`src/rtl/npc_pkg.sv`:
```
// npc_pkg: next-PC select codes, FSM encoding and default PC bounds
package npc_pkg;
  localparam logic [2:0] NPC_SEQ = 3'b000;
  localparam logic [2:0] NPC_J = 3'b001;
  localparam logic [2:0] NPC_BR = 3'b010;
  localparam logic [2:0] NPC_JR = 3'b011;
  localparam logic [31:0] PC_RESET_DEF = 32'h0000_3000;
  localparam logic [31:0] PC_LIMIT_DEF = 32'h0000_6FFC;
  typedef enum logic {S_RUN = 1'b0, S_HALT = 1'b1} state_t;
endpackage

```
`src/rtl/npc_target_calc.sv`:
```
// npc_target_calc: combinational next-PC target mux with range/alignment check; ports pc,npc_op,imm26,cmp_eq,rs_val -> pc_plus4,target,redirect,ok; PC_ALIGN_CHECK_EN makes misaligned targets faults
module npc_target_calc
  import npc_pkg::*;
#(
  parameter logic [31:0] PC_RESET = PC_RESET_DEF,
  parameter logic [31:0] PC_LIMIT = PC_LIMIT_DEF
) (
  input  logic [31:0] pc,
  input  logic [2:0]  npc_op,
  input  logic [25:0] imm26,
  input  logic        cmp_eq,
  input  logic [31:0] rs_val,
  output logic [31:0] pc_plus4,
  output logic [31:0] target,
  output logic        redirect,
  output logic        ok
);
  logic [31:0] j_t, br_t, raw;
  logic        in_range;
  assign pc_plus4 = pc + 32'd4;
  assign j_t = {pc_plus4[31:28], imm26, 2'b00};
  assign br_t = pc_plus4 + {{14{imm26[15]}}, imm26[15:0], 2'b00};
  always_comb begin
    raw = pc_plus4;
    redirect = 1'b0;
    if (!npc_op[2]) begin
      raw = npc_op == NPC_J ? j_t :
            npc_op == NPC_BR ? (cmp_eq ? br_t : pc_plus4) :
            npc_op == NPC_JR ? rs_val : pc_plus4;
      redirect = npc_op == NPC_J || npc_op == NPC_JR || (npc_op == NPC_BR && cmp_eq);
    end
  end
`ifdef PC_ALIGN_CHECK_EN
  assign target = raw;
  assign in_range = raw >= PC_RESET && raw <= PC_LIMIT;
  assign ok = in_range && raw[1:0] == 2'b00;
`else
  assign target = {raw[31:2], 2'b00};
  assign in_range = target >= PC_RESET && target <= PC_LIMIT;
  assign ok = in_range;
`endif
endmodule

```
`src/rtl/pc_sequencer.sv`:
```
// pc_sequencer: PC register with RUN/HALT guard, redirect counter and illegal-select pulse; ports clk,reset,stall,npc_op,imm26,cmp_eq,rs_val -> pc,pc_plus4,halted,addr_err,illegal_op,redirect_cnt; PC_ALIGN_CHECK_EN enables alignment faults
module pc_sequencer
  import npc_pkg::*;
#(
  parameter logic [31:0] PC_RESET = PC_RESET_DEF,
  parameter logic [31:0] PC_LIMIT = PC_LIMIT_DEF,
  parameter int          CNT_W = 32
) (
  input  logic             clk,
  input  logic             reset,
  input  logic             stall,
  input  logic [2:0]       npc_op,
  input  logic [25:0]      imm26,
  input  logic             cmp_eq,
  input  logic [31:0]      rs_val,
  output logic [31:0]      pc,
  output logic [31:0]      pc_plus4,
  output logic             halted,
  output logic             addr_err,
  output logic             illegal_op,
  output logic [CNT_W-1:0] redirect_cnt
);
  state_t             state, state_n;
  logic [31:0]        target, pc_n;
  logic               redirect, ok, err_n, ill_n;
  logic [CNT_W-1:0]   cnt_n;
  npc_target_calc #(.PC_RESET(PC_RESET), .PC_LIMIT(PC_LIMIT)) u_calc (
    .pc(pc), .npc_op(npc_op), .imm26(imm26), .cmp_eq(cmp_eq), .rs_val(rs_val),
    .pc_plus4(pc_plus4), .target(target), .redirect(redirect), .ok(ok)
  );
  assign halted = state == S_HALT;
  always_ff @(posedge clk) begin
    if (reset) begin
      state <= S_RUN;
      pc <= PC_RESET;
      addr_err <= 1'b0;
      illegal_op <= 1'b0;
      redirect_cnt <= '0;
    end else begin
      state <= state_n;
      pc <= pc_n;
      addr_err <= err_n;
      illegal_op <= ill_n;
      redirect_cnt <= cnt_n;
    end
  end
  // A faulting target leaves pc and the counter untouched and parks the FSM in HALT.
  always_comb begin
    state_n = state;
    pc_n = pc;
    err_n = addr_err;
    ill_n = 1'b0;
    cnt_n = redirect_cnt;
    if (!stall && state == S_RUN) begin
      ill_n = npc_op[2];
      if (ok) begin
        pc_n = target;
        cnt_n = redirect_cnt + CNT_W'(redirect);
      end else begin
        state_n = S_HALT;
        err_n = 1'b1;
      end
    end
  end
endmodule

```
`config.mk`:
```
export PLATFORM = sky130hd
export DESIGN_NAME = pc_sequencer
export DESIGN_NICKNAME = d
export VERILOG_FILES = /design/src/rtl/npc_pkg.sv /design/src/rtl/npc_target_calc.sv /design/src/rtl/pc_sequencer.sv
export SDC_FILE = /design/constraint.sdc
export NUM_CORES = 1
export LEC_CHECK = 0
export CAP_MARGIN = 20
export CORE_ASPECT_RATIO = 1.2
export CORE_MARGIN = 3
export CORE_UTILIZATION = 51
export DETAILED_ROUTE_END_ITERATION = 12
export HOLD_SLACK_MARGIN = 0.06
export PLACE_DENSITY = 0.83
export SYNTH_ARGS = -nofsm -noshare
export SYNTH_HDL_FRONTEND = slang
export SYNTH_SLANG_ARGS = --single-unit
```
`constraint.sdc`:
```
create_clock -name clk -period 6.3 [get_ports clk]
set_input_delay 0.63 -clock clk [delete_from_list [all_inputs] [get_ports clk]]
set_output_delay 0.63 -clock clk [all_outputs]
set_load 0.005 [all_outputs]
```
* Yosys cells after proc, flatten, opt, wreduce, memory -nomap -nowiden
Index checks and enable logic that the tools add are counted.
Word-level totals: bits in registers 64, bits in latches 0, RAM bits 0, bits in read-only memories 0, input port bits 65, output and inout bits 99, logic and storage cells 30, memories 0
Operators by class: add/subtract/negate cells 3, multiply operators 0, div/mod/pow operators 0, order comparisons 2, equality and inequality tests 3, shift-type cells 0, mux-type cells 6, bitwise gates (word level) 3, reductions and logical operators 9
Operator list (number):
- 2-to-1 mux 32 bit | 5
- adder 32 x 1 -> 32 bit | 1
- adder 32 x 3 -> 32 bit, second input constant | 1
- adder 32 bit | 1
- >= comparator 32 x 14 -> 1 bit, second input constant | 1
- less-or-equal comparator 32 x 15 -> 1 bit, second input constant | 1
- == test 3 x 2 -> 1 bit, second input constant | 2
- AND reduction 2 bit | 2
- == test 3 x 1 -> 1 bit, second input constant | 1
- logical AND 1 bit | 3
- inverter 1 bit | 3
- logical OR 1 bit | 2
- OR reduction 2 bit | 1
- zero test 1 bit | 1
- 2-to-1 mux 1 bit | 1

* Longest topological paths before layout
depth after elaboration 10, mapped depth 21, gate-level depth less buffers 18

* Hierarchy
Synthesis repeated with hierarchy kept, for this count alone.
Second synthesis, totals: cell total of the unflattened synthesis 920, area total of the unflattened synthesis 6485.0 sq um
Modules (own cells, without submodules):
- npc_target_calc | times used 1, cells an instance 588, area an instance 3732.3 sq um, seq. area each 0.0 sq um
- pc_sequencer | times used 1, cells an instance 332, area an instance 2752.6 sq um, seq. area each 1321.3 sq um

* Worst setup path after synthesis
Ideal clock, no wire load.
path kind reg-to-reg, from register pc[8], to register redirect_cnt[29], setup time 0.123 ns, arrival time 4.803 ns, data required time 6.177 ns, setup slack 1.373 ns, stages on the path, launching flop included 19, path buffers 2, cells stage by stage dfxtp_1 nand4_2 buf_6 or4_4 o21a_1 or2_2 ha_1 clkbuf_1 nand2_1 nor3_1 nand2_1 a2111oi_0 nor3_1 xor2_1 o211ai_1 a2111oi_4 nand3_2 or4_1 mux2_1
On the way: word-level cells in the longest chain between the ends 9
Ends and longest elaborated chain:
- from (decl) | line pc_sequencer.sv:16 | output logic [31:0] pc,
- from (signal assigned) | line pc_sequencer.sv:41 | pc <= pc_n;
- adder 32 x 3 -> 32 bit * | line npc_target_calc.sv:20 | assign pc_plus4 = pc + 32'd4;
- net pc_plus4[19] | line pc_sequencer.sv:17 | output logic [31:0] pc_plus4,
- adder 32 bit | line npc_target_calc.sv:22 | assign br_t = pc_plus4 + {{14{imm26[15]}}, imm26[15:0], 2'b00};
- 2-to-1 mux 32 bit (2 in series) | line npc_target_calc.sv:28 | npc_op == NPC_BR ? (cmp_eq ? br_t : pc_plus4) :
- 2-to-1 mux 32 bit | line npc_target_calc.sv:27 | raw = npc_op == NPC_J ? j_t :
- 2-to-1 mux 32 bit * | line npc_target_calc.sv:26 | if (!npc_op[2]) begin
- >= comparator 32 x 14 -> 1 bit / less-or-equal comparator 32 x 15 -> 1 bit (equally long branches) | line npc_target_calc.sv:39 | assign in_range = target >= PC_RESET && target <= PC_LIMIT;
- logical AND 1 bit * | line npc_target_calc.sv:39
- AND reduction 2 bit (no source line) *
- to (signal assigned) | line pc_sequencer.sv:44 | redirect_cnt <= cnt_n;
- to (decl) | line pc_sequencer.sv:21 | output logic [CNT_W-1:0] redirect_cnt
Mark *: on every way through the listed nets, which the timed path passes. The rest lies on a longest branch. A chain may end at the register's enable or synchronous reset.

* Worst setup path after layout
from register pc[8], to register redirect_cnt[27]
On the way: word-level cells in the longest chain between the ends 9
Ends and longest elaborated chain (line):
- adder 32 x 3 -> 32 bit * | npc_target_calc.sv:20
- adder 32 bit | npc_target_calc.sv:22
- 2-to-1 mux 32 bit (2 in series) | npc_target_calc.sv:28
- 2-to-1 mux 32 bit | npc_target_calc.sv:27
- 2-to-1 mux 32 bit * | npc_target_calc.sv:26
- >= comparator 32 x 14 -> 1 bit / less-or-equal comparator 32 x 15 -> 1 bit (equally long branches) | npc_target_calc.sv:39
- logical AND 1 bit * | npc_target_calc.sv:39
- AND reduction 2 bit (no source line) *
Mark *: on every way between the ends. The rest lies on a longest branch, timed or not.

==> metrics.txt <==
chip width roughly 110 µm; total gr overflow 0; final setup fails 0; period utilisation layout 0.920; Max IR drop VDD approximately 250 µV; CTS Buf Count 9; Clk pin slew, worst setup/hold paths 0.05 ns; Seq pwr share 0.351; Synth Area in XOR/XNOR 0.0529; Internal around 870 µW; All-Layer GR Usage 0.329; RSZ-0062 raised after global routing no; headroom to the max-slew limit 0.349; Clk Latency, worst-skew pair 0.32 ns; overall power between 1000 and 1500 µW; Yosys top cell by area dfxtp_1; logic gate share of total power 0.189; final wirelength 23800 µm; Post-route DRC 0; compound-gate portion of the synthesized area 0.261; Distinct cells, synth 80; Post-Synth Simple-Gate Area 0.307; CTS tree built; cells after synthesis just under 900; num ports ~160; P&R area growth vs syn 31.2%; Synth top area share 0.198; max-cap viol count 0; Clock Skew between 0.005 and 0.006 ns; final critical-path required period between 5 and 6 ns; largest family of logic cells by synthesized area simple AND/OR/NAND/NOR gates; Crit path max-delay family compound AO/OA/AOI/OAI gates; WP data required between 6 and 7 ns; largest cells by area after synthesis dfxtp_1 20%, ha_1 6.6%, nand2_1 6.0%, a21oi_1 4.8%, mux2i_1 3.7%; Post-synth EDFFs 0; Vias between 7000 and 8000; FF+latch area between 0.001 and 0.0015 mm²; Die ar. 0.0141 mm²; CP max-delay cell or4_1; Async SR Flop Fraction 0; power density over the cells 137 mW/mm²; IO Port Bufs ~160; Final Hold Viols 0; die height between 100 and 150 µm; largest net degree at the start of global routing between 60 and 70; Tightest Pin Transition 0.974 ns; CP Capture Type flop; synth warn 0; clock network power share 0.460; vias in the first global route around 6900; synthesized cell area 0.00646 mm²; mux cell area share after synthesis 0.0564; Switching Share 0.254; initial DRC count 469; Root Driver clkbuf_16; Final GP Congestion about 1; final worst slack roughly 0.5 ns; core area 0.0122 mm²; Setup Buffers After CTS 0; Adder-Cell Fraction of Synth Area 0.0689; first-pass GRT wire length 36700 µm; HP Class flop to flop; filler instances 1051; #FFs+latches synth between 60 and 70; highest clock rate between 150 and 200 MHz; setup slack at placement 0.677 ns; run status finished, final reports clean; row count 44; CP max FO 18; kind of critical path flop to flop; drt pass-1 iters 7; Clock Sinks 64; layout net count roughly 1100; Critical Path, Cell by Cell nand4_2 > buf_4 > or4_1 > and2_1 > inv_1 > ha_1 > a21oi_1 > o211ai_1 > a21boi_2 > o211ai_1 > a2111oi_0 > a311oi_1 > a2111oi_0 > and4_1 > nand3_2 > buf_4 > nor4_1 > mux2_2; area occupied by multi-input gates between 0.004 and 0.005 mm²; Switching Power between 200 and 300 µW; Top FF cell, synth dfxtp_1; TNS Setup 0 ns; Worst path max stage delay roughly 0.48 ns; Starting Density 0.529; Post-CTS Resized 0; Reg2Reg Depth 18; area post-placement 0.00813 mm²; initial antenna violation count 0; average wire per standard cell between 20 and 25 µm; worst hold stages 2; Lkg Pwr ~0.0033 µW; CP bufs+invs 3; Max Slew Vio Count 0; # H-tree levels 3; hpwl dp roughly 18000 µm; antenna-violating nets left 0; CTS max path bufs 2; design area 0.00848 mm²; n_diodes 0; # hold bufs at CTS 0; syn avg cell area around 7.3 µm²; sequential share of the synthesized area 0.198; layout cells sized above 1 0.0736; vias per cell roughly 6.5; CP arrival roughly 6.0 ns; CP Depth 18; CP startpoint kind flop
layout make-up:
| type | instances | share of cell area |
|---|---|---|
| inverters | 22 | 0.00974 |
| flip-flops and latches | 64 | 0.151 |
| well taps | 161 | 0.0238 |
| multi-input cells | 741 | 0.570 |
| repair buffers | 177 | 0.207 |
| clock buffers | 12 | 0.0303 |
| clock inverters | 3 | 0.00768 |
stage by stage:
stage	hold slack (ns)	utilization	cells
2_1_floorplan	0.469	-	890
3_3_place_gp	0.472	0.665	1164
4_1_cts	0.504	0.691	1179
5_1_grt	0.535	0.694	1180
6_report	0.498	0.694	1180
3_5_place_dp	0.489	0.665	1164
layer usage:
layer | global-route usage | routed length (µm)
met1 | 0.417 | 9400
met4 | 0.136 | 882
met2 | 0.553 | 11400
met5 | 0 | 0
met3 | 0.0558 | 2170
worst min-delay path: stages (launching register included):
cell,delay (ns)
dfxtp_1,0.33
nand2_1,0.06
o21ai_0,0.06
cells by family after synthesis:
group,after synthesis
and+or+nand+nor,379
DFF,64
xor gates and xnor gates,39
other,1
adders and majority gates,35
AOI/OAI and AO/OA,249
buffers and inverters,85
muxes,35
cells in the final DEF (no fill, tap or decap), types with 10 or more instances in the layout:
master and n:
o41ai_1 12, xnor2_1 17, dfxtp_1 64, o211ai_1 20, nor2b_1 12, a21oi_1 62, or4_1 11, xor2_1 22
o311ai_0 11, nor2_1 58, clkdlybuf4s50_1 157, mux2i_1 24, nand2_1 103, inv_1 20, mux2_2 10, nand3_1 36
and3_1 32, a31oi_1 10, o21ai_0 48, nand4_1 29, nor3_1 23, nor4_1 22, or2_2 14, ha_1 34
buf_4 18
registers in the layout, summed over array words and instances (netlist names):
register	cells
redirect_cnt	32
halted	1
illegal_op	1
pc	30
power groups by stage:
| stage | Sequential, µW | Combinational (µW) | Clock (µW) |
|---|---|---|---|
| after floorplan | 416 | 125 | 0 |
| after global routing | 408 | 236 | 555 |
| after global placement | 417 | 211 | 0 |
| final | 408 | 219 | 534 |
| after detailed placement | 417 | 212 | 0 |
| after CTS | 408 | 213 | 537 |
synth_stat cells, drive strengths merged, types with 8 or more instances:
cell type	count
nand2	103
dfxtp	64
a21oi	62
nor2	58
o21ai	50
clkbuf	46
nand3	38
ha	34
and3	32
nand4	31
mux2i	24
nor4	24
nor3	23
xor2	22
inv	20
o211ai	20
buf	17
xnor2	17
or2	16
nor2b	12
o41ai	12
or4	12
mux2	11
o311ai	11
a31oi	10
and2	9
o22ai	9
a211oi	8
a21o	8
final timing paths:
check	end	slack (ns)	from
worst max-delay path	redirect_cnt[27]$_SDFFE_PP0P_	0.51	pc[8]$_SDFFE_PP0P_
worst min-delay path	redirect_cnt[7]$_SDFFE_PP0P_	0.50	redirect_cnt[7]$_SDFFE_PP0P_
worst max register to register	redirect_cnt[27]$_SDFFE_PP0P_	0.51	pc[8]$_SDFFE_PP0P_
worst min register to register	redirect_cnt[7]$_SDFFE_PP0P_	0.50	redirect_cnt[7]$_SDFFE_PP0P_
(Power assumes the default switching activity.)
